===== src/rtl/spi_target_if.sv =====
// SPI pins plus the RX/TX word handshake of spi_target, bundled for port connection.
interface spi_target_if #(
  parameter int unsigned DATA_W = 8
);
  logic              spi_sclk;
  logic              spi_mosi;
  logic              spi_cs_n;
  logic              spi_miso;
  logic [DATA_W-1:0] rx_data;
  logic              rx_valid;
  logic [DATA_W-1:0] tx_data;
  logic              tx_valid;
  logic              tx_ready;
  logic              tx_underrun;
  logic              cs_active;

  modport slave (
    input  spi_sclk, spi_mosi, spi_cs_n, tx_data, tx_valid,
    output spi_miso, rx_data, rx_valid, tx_ready, tx_underrun, cs_active
  );

  modport master (
    output spi_sclk, spi_mosi, spi_cs_n, tx_data, tx_valid,
    input  spi_miso, rx_data, rx_valid, tx_ready, tx_underrun, cs_active
  );
endinterface


===== src/rtl/spi_target.sv =====
// Mode-0 SPI target oversampled by the system clock, with a one-entry TX holding buffer.
module spi_target #(
  parameter int unsigned       DATA_W    = 8,
  parameter logic [DATA_W-1:0] IDLE_BYTE = {DATA_W{1'b1}}
) (
  input logic         CLK,
  input logic         RST_N,
  spi_target_if.slave bus
);
  localparam int unsigned CntW = (DATA_W > 1) ? $clog2(DATA_W) : 1;

  typedef enum logic [0:0] {StIdle, StShift} state_e;

  state_e            state_q, state_d;
  logic [2:0]        sclk_q, cs_n_q;
  logic [1:0]        mosi_q;
  logic [1:0]        settle_q;
  logic [CntW-1:0]   bit_cnt_q;
  logic [DATA_W-2:0] rx_shift_q;
  logic [DATA_W-1:0] tx_shift_q, rx_data_q, buf_q, rx_next;
  logic              buf_full_q, rx_valid_q, underrun_q;
  logic              sclk_rise, sclk_fall, cs_fall, cs_rise;
  logic              start, reload, buf_wr, last_bit, in_shift;

  // Index 0/1 form the synchronizer, index 2 is the edge-detect copy.
  assign sclk_rise = sclk_q[1] & ~sclk_q[2];
  assign sclk_fall = ~sclk_q[1] & sclk_q[2];
  assign cs_fall   = ~cs_n_q[1] & cs_n_q[2];
  assign cs_rise   = cs_n_q[1] & ~cs_n_q[2];
  assign in_shift  = (state_q == StShift);
  assign last_bit  = (bit_cnt_q == CntW'(DATA_W - 1));
  assign rx_next   = {rx_shift_q, mosi_q[1]};
  assign buf_wr    = bus.tx_valid & ~buf_full_q;
  assign reload    = start | (in_shift & sclk_fall & (bit_cnt_q == '0) & ~cs_rise);

  always_ff @(posedge CLK) begin
    if (!RST_N) begin
      sclk_q   <= '0;
      cs_n_q   <= '1;
      mosi_q   <= '0;
      settle_q <= '0;
    end else begin
      sclk_q <= {sclk_q[1:0], bus.spi_sclk};
      cs_n_q <= {cs_n_q[1:0], bus.spi_cs_n};
      mosi_q <= {mosi_q[0], bus.spi_mosi};
      // Suppress the false cs edge seen while the synchronizer refills after reset.
      if (settle_q != 2'd3) settle_q <= settle_q + 2'd1;
    end
  end

  always_ff @(posedge CLK) begin
    if (!RST_N) state_q <= StIdle;
    else        state_q <= state_d;
  end

  always_comb begin
    state_d = state_q;
    start   = 1'b0;
    case (state_q)
      StIdle: begin
        if (cs_fall && (settle_q == 2'd3)) begin
          state_d = StShift;
          start   = 1'b1;
        end
      end
      StShift: begin
        if (cs_rise) state_d = StIdle;
      end
      default: state_d = StIdle;
    endcase
  end

  always_ff @(posedge CLK) begin
    if (!RST_N) begin
      bit_cnt_q  <= '0;
      rx_shift_q <= '0;
      tx_shift_q <= '0;
      rx_data_q  <= '0;
      buf_q      <= '0;
      buf_full_q <= 1'b0;
      rx_valid_q <= 1'b0;
      underrun_q <= 1'b0;
    end else begin
      rx_valid_q <= 1'b0;
      underrun_q <= 1'b0;
      if (buf_wr) begin
        buf_q      <= bus.tx_data;
        buf_full_q <= 1'b1;
      end
      // A reload samples the pre-write buffer state, so a same-cycle write is retained.
      if (reload) begin
        if (buf_full_q) begin
          tx_shift_q <= buf_q;
          buf_full_q <= 1'b0;
        end else begin
          tx_shift_q <= IDLE_BYTE;
          underrun_q <= 1'b1;
        end
      end else if (in_shift && sclk_fall && (bit_cnt_q != '0)) begin
        tx_shift_q <= tx_shift_q << 1;
      end
      if (start || (in_shift && cs_rise)) begin
        bit_cnt_q  <= '0;
        rx_shift_q <= '0;
      end else if (in_shift && sclk_rise) begin
        rx_shift_q <= rx_next[DATA_W-2:0];
        if (last_bit) begin
          bit_cnt_q  <= '0;
          rx_data_q  <= rx_next;
          rx_valid_q <= 1'b1;
        end else begin
          bit_cnt_q <= bit_cnt_q + CntW'(1);
        end
      end
    end
  end

  assign bus.spi_miso    = in_shift ? tx_shift_q[DATA_W-1] : 1'b1;
  assign bus.rx_data     = rx_data_q;
  assign bus.rx_valid    = rx_valid_q;
  assign bus.tx_ready    = ~buf_full_q;
  assign bus.tx_underrun = underrun_q;
  assign bus.cs_active   = ~cs_n_q[1];
endmodule


===== src/flat_wrapper.sv =====
// flat-port wrapper written by rule: the top's interface ports become plain ports
module spi_target_flat 
#(
  parameter int unsigned       DATA_W    = 8,
  parameter logic [DATA_W-1:0] IDLE_BYTE = {DATA_W{1'b1}}
)
  (CLK, RST_N, bus_spi_sclk, bus_spi_mosi, bus_spi_cs_n, bus_tx_data, bus_tx_valid, bus_spi_miso, bus_rx_data, bus_rx_valid, bus_tx_ready, bus_tx_underrun, bus_cs_active);
  spi_target_if #(.DATA_W(DATA_W)) bus_i ();
  input logic CLK;
  input logic RST_N;
  input wire logic [$bits(bus_i.spi_sclk)-1:0] bus_spi_sclk;
  input wire logic [$bits(bus_i.spi_mosi)-1:0] bus_spi_mosi;
  input wire logic [$bits(bus_i.spi_cs_n)-1:0] bus_spi_cs_n;
  input wire logic [$bits(bus_i.tx_data)-1:0] bus_tx_data;
  input wire logic [$bits(bus_i.tx_valid)-1:0] bus_tx_valid;
  output wire logic [$bits(bus_i.spi_miso)-1:0] bus_spi_miso;
  output wire logic [$bits(bus_i.rx_data)-1:0] bus_rx_data;
  output wire logic [$bits(bus_i.rx_valid)-1:0] bus_rx_valid;
  output wire logic [$bits(bus_i.tx_ready)-1:0] bus_tx_ready;
  output wire logic [$bits(bus_i.tx_underrun)-1:0] bus_tx_underrun;
  output wire logic [$bits(bus_i.cs_active)-1:0] bus_cs_active;
  assign bus_i.spi_sclk = bus_spi_sclk;
  assign bus_i.spi_mosi = bus_spi_mosi;
  assign bus_i.spi_cs_n = bus_spi_cs_n;
  assign bus_i.tx_data = bus_tx_data;
  assign bus_i.tx_valid = bus_tx_valid;
  assign bus_spi_miso = bus_i.spi_miso;
  assign bus_rx_data = bus_i.rx_data;
  assign bus_rx_valid = bus_i.rx_valid;
  assign bus_tx_ready = bus_i.tx_ready;
  assign bus_tx_underrun = bus_i.tx_underrun;
  assign bus_cs_active = bus_i.cs_active;
  spi_target #(.DATA_W(DATA_W), .IDLE_BYTE(IDLE_BYTE)) u_core (.CLK(CLK), .RST_N(RST_N), .bus(bus_i));
endmodule

===== config.mk =====
export PLATFORM = sky130hd
export DESIGN_NAME = spi_target_flat
export DESIGN_NICKNAME = d
export VERILOG_FILES = /design/src/rtl/spi_target_if.sv /design/src/rtl/spi_target.sv /design/src/flat_wrapper.sv
export SDC_FILE = /design/constraint.sdc
export NUM_CORES = 1
export LEC_CHECK = 0
export BUFFER_PORTS_ARGS = -buffer_cell sky130_fd_sc_hd__buf_4
export CORE_ASPECT_RATIO = 0.8
export CORE_MARGIN = 2
export CORE_UTILIZATION = 50
export CTS_CLUSTER_SIZE = 25
export DETAILED_ROUTE_END_ITERATION = 10
export PLACE_DENSITY = 0.8
export SLEW_MARGIN = 20
export SYNTH_ARGS = -nofsm -noshare
export SYNTH_HDL_FRONTEND = slang
export SYNTH_SLANG_ARGS = --single-unit

===== constraint.sdc =====
create_clock -name CLK -period 1.9 [get_ports CLK]
set_clock_uncertainty 0.2 [all_clocks]
set_input_delay 0.57 -clock CLK [delete_from_list [all_inputs] [get_ports CLK]]
set_output_delay 0.57 -clock CLK [all_outputs]
set_load 0.005 [all_outputs]

; Yosys cells after proc, flatten, opt, wreduce, memory -nomap -nowiden
; Cells that the tools add are included.
[totals]
register_bits = 48
inputBits = 14
output_inout_bits = 13
elab_cells = 64
[classes]
add_sub_neg = 2
n_eq_ne = 3
n_mux = 14
bitwise_logic = 19
n_reduce_logical = 13
[op_table]
columns = operator, count
row1 = 8-bit two-way mux, 3
row2 = 1-bit NOT, 10
row3 = 1-bit two-way mux, 9
row4 = 1-bit AND, 8
row5 = 1-bit logical AND, 5
row6 = "3-bit by 1-bit adder with 3-bit output, second input constant", 1
row7 = "3-bit == test, second input constant", 1
row8 = 3-bit zero test, 1
row9 = 3-bit two-way mux, 1
row10 = 3-bit AND reduction, 1
row11 = 3-bit nonzero test, 1
row12 = 3-bit OR reduction, 1
row13 = "2-bit by 1-bit adder with 2-bit output, second input constant", 1
row14 = "2-bit == test, second input constant", 1
row15 = "2-bit inequality test, second input constant", 1
row16 = 1-bit one-hot mux with 2 select lines, 1
row17 = 2-bit AND reduction, 1
row18 = 2-bit nonzero test, 1
row19 = 2-bit OR reduction, 1
row20 = 1-bit logical OR, 1
row21 = 1-bit OR, 1

; Longest topological paths before layout
[logic_depth]
depth_word = 8
depth_mapped = 8
ltp_nobuf = 6

; Worst setup path before layout
; Ideal clock, no wire load.
[synth_timing]
kind = reg2reg
startpoint = reg u_core.bit_cnt_q[0]
endpoint = reg u_core.buf_full_q
arrival_ns = 1.254
path_slack_ns = 0.318
path_stages_with_launch = 9
path_cell_list = dfxtp_1 inv_1 ha_1 nand2b_1 o32a_1 buf_6 buf_8 a21oi_2 nor2_1
[synth_between]
elab_chain_len = 5
[synth_lines]
columns = element, line_no
row1 = start: declaration, spi_target.sv:18  ; logic [CntW-1:0] bit_cnt_q;
row2 = start signal: assignment, spi_target.sv:112  ; bit_cnt_q <= bit_cnt_q + CntW'(1);
row3 = 3-bit zero test, spi_target.sv:34  ; assign reload = start | (in_shift & sclk_fall & (bit_cnt_q == '0) & ~cs_rise);
row4 = 1-bit AND (2 in series), spi_target.sv:34
row5 = 1-bit OR, spi_target.sv:34
row6 = 1-bit two-way mux, spi_target.sv:91  ; if (reload) begin
row7 = end signal: assignment, spi_target.sv:80  ; buf_full_q <= 1'b0;
row8 = end signal: assignment, spi_target.sv:88  ; buf_full_q <= 1'b1;
row9 = end signal: assignment, spi_target.sv:94  ; buf_full_q <= 1'b0;
row10 = end: declaration, spi_target.sv:21  ; logic buf_full_q, rx_valid_q, underrun_q;
; No other way between the ends.
; A chain may end at the register's enable or synchronous reset.

; Worst setup path after layout
[layout_timing]
startpoint = reg u_core.state_q (netlist: u_core.in_shift)
endpoint = out bus_spi_miso
[layout_between]
elab_chain_len = 1
[layout_lines]
columns = element, line_no
row1 = start: declaration, spi_target.sv:14  ; state_e state_q, state_d;
row2 = start signal: assignment, spi_target.sv:52  ; if (!RST_N) state_q <= StIdle;
row3 = start signal: assignment, spi_target.sv:53  ; else state_q <= state_d;
row4 = 1-bit two-way mux, spi_target.sv:118  ; assign bus.spi_miso = in_shift ? tx_shift_q[DATA_W-1] : 1'b1;
row5 = end: declaration, flat_wrapper.sv:16  ; output wire logic [$bits(bus_i.spi_miso)-1:0] bus_spi_miso;
; No other way between the ends.

==> results.cfg <==
[synth]
synth_area_leaders = dfxtp_1 52%, mux2i_1 8.7%, nand2_1 7.5%
ys_seq_area_share_pct = 52.2
syn-num-nets = 214
syn-instance-count = 196
synth_top_area_share_pct = 52.2
synthDistinctLibCells = 29
yosys.area.top_type = dfxtp_1
async_flop_share_pct = 0
synth_edf_count = 0
avgSynthCellArea_um2 = 9.40
ys_warn_count = 0
ys.flop_type = dfxtp_1
netlist_area_mm2 = 0.00184
ys_ff_latch = 48

[timing]
setup_tns_ps = 0
final_hold_viol_count = 0
setup_viol = 0
slew_violations = 0
fin_crit_ps = 1820
period_share_pct = 95.9
max_slew.worst_pin.slew_ps = 602
layout_setup_ws_ps = 78.7
relSlewSlack_pct = 59.8
rsz0062_at_grt = no
fmaxAchievable_mhz = 549

[run_status]
outcome = finished clean

[placement]
place_area_mm2 = 0.00209
place.gp.congestion = 0.769
port_buffers = 26
dp_hpwl_mm = 2.40
place_ws_ps = 60.9

[critical_path]
cpMostUsedCell = buf_4
reg2reg_depth = 6
arrival_ps = 1050
r2r_end = u_core.tx_shift_q[5]
max_stage_delay_ps = 390
cp_slowest_cell = dfxtp_1
r2r_setup_slack_ps = 150
cp.required_ps = 1130
cp_num_cells = 3
cp_top_family = flip-flops
critPathCapture = bus_spi_miso
path_max_fanout = 7
crit_buf_inv = 2
critPathKind = flip-flop to output pin
crit_path_end_kind = output pin
critPathLaunch = u_core.in_shift
cp-start-kind = flip-flop
crit_chain = buf_4, nand2b_1, buf_4
reg2reg_from = u_core.bit_cnt_q[1]

[die]
io_pins = 27
row_count = 19
dieWidth_um = 71.9
core-area_mm2 = 0.00347
design.die.area_mm2 = 0.00419
start_util_pct = 53.1
die_h_um = 58.3

[layout]
multi_input_area_um2 = 786
area_growth_syn_to_layout_pct = 20.4
post-route-util_pct = 63.9
final_common_cell = dfxtp_1
finalNetCount = 246
drive_above_1_share_pct = 21.8
design_area_mm2 = 0.00222
antenna_cells = 0
fillCellCount = 295
seqCellArea_um2 = 961
layout_common_cells = 48 x dfxtp_1, 37 x nand2_1, 37 x buf_4

[power_and_ir_drop]
leakagePower_nw = 1.04
power_mw = 1.94
powerDensity_mw_per_mm2 = 877
vdd_drop_max_mv = 0.600

[detailed_routing]
finalWirelength_mm = 3.42
viasPerCell = 5.15
drt_pass1_iterations = 4
vias = 1395
wl_per_cell_um = 12.6
drc = 0
drt-initial-drc-count = 59
detail-route-antenna-nets = 0

[global_routing]
grt_overflow = 0
grt_max_degree = 19
grtUsageTotal_pct = 17.6
grt_pass1_vias = 1302
grt_first_pass_wirelength_mm = 5.58
antenna_found_initial = 0

[clocking]
cts_buffer_depth = 2
root_buffer = clkbuf_8
cts.sinks = 48
cts_tree = done
cts_inserted_buffers = 5
htreeDepth = 2
clk_latency_ps = 300
clkTransAtPathRegs_ps = 80

[min_path]
hp-class = flip-flop to flip-flop
min_path_cells = 1

[flow_run]
max_cap_violations = 0
[power by group]
part | leakage (nW) | total (mW) | switching (mW) | internal (mW)
Sequential | 0.390 | 1.06 | 0.0197 | 1.04
Clock | 0.0614 | 0.759 | 0.329 | 0.430
Combinational | 0.585 | 0.127 | 0.0647 | 0.0625
[logic make-up (layout without fill, tap and decap cells)]
logic type	after synthesis	in the layout	share of synthesized area, %
DFF	48	48	52.2
muxes	16	16	8.70
and+or+nand+nor	73	73	18.7
AOI/OAI and AO/OA	37	37	12.0
buffers and inverters	17	50	5.23
adders and majority gates	4	4	2.72
xor gates and xnor gates	1	1	0.476
[worst min path at each step]
| stage | from | endpoint | slack, ps |
|---|---|---|---|
| after floorplan | u_core.cs_n_q[0] | u_core.cs_n_q[1] | 190 |
| after global routing | u_core.cs_n_q[0] | u_core.cs_n_q[1] | 250 |
| after global placement | u_core.cs_n_q[0] | u_core.cs_n_q[1] | 200 |
| after CTS | u_core.cs_n_q[0] | u_core.cs_n_q[1] | 230 |
| final | u_core.cs_n_q[0] | u_core.cs_n_q[1] | 230 |
| after detailed placement | u_core.cs_n_q[0] | u_core.cs_n_q[1] | 210 |
[registers in the layout (all words and copies together) (netlist names), 2 cells and up]
signal and count:
u_core.tx_shift_q 8, u_core.mosi_q 2, u_core.settle_q 2, u_core.cs_n_q 3, u_core.sclk_q 3, u_core.bus.rx_data 8
u_core.rx_shift_q 7, u_core.bit_cnt_q 3, u_core.buf_q 8
[per-layer routing]
metal	GRT usage (%)	up-vias	share of wire [%]	wire [um]
li1	-	719	-	-
met1	22.5	636	50	1700
met2	27.0	32	43	1460
met3	5.04	8	5.5	187
met4	9.70	0	2.0	68
met5	0	-	0	0
[Yosys cell counts, drive strengths merged, types with 2 or more instances]
master and instances:
dfxtp 48, nand2 37, a21oi 27, mux2i 16
nor2 14, clkbuf 7, o31ai 7, nand2b 6
and2 5, buf 5, inv 5, ha 4
nand3b 3, nor3 3, nor2b 2
[cell type report]
class | instances | area share (%)
well taps | 42 | 2.37
flip-flops and latches | 48 | 43.3
clock inverters | 2 | 1.75
clock buffers | 6 | 3.72
multi-input cells | 131 | 35.4
repair buffers | 37 | 12.5
inverters | 5 | 0.846
[timing repair]
action	in CTS	in global routing
buffers inserted	0	0
gates resized for setup	0	1
hold buffers	0	0
setup endpoints to repair	0	8
[metrics by stage]
stage                     cells  hold slack, ps
final                       271             227
after global routing        271             253
after CTS                   271             233
after detailed placement    263             206
after global placement      263             196
after floorplan             196             186
(Power assumes the default switching activity.)
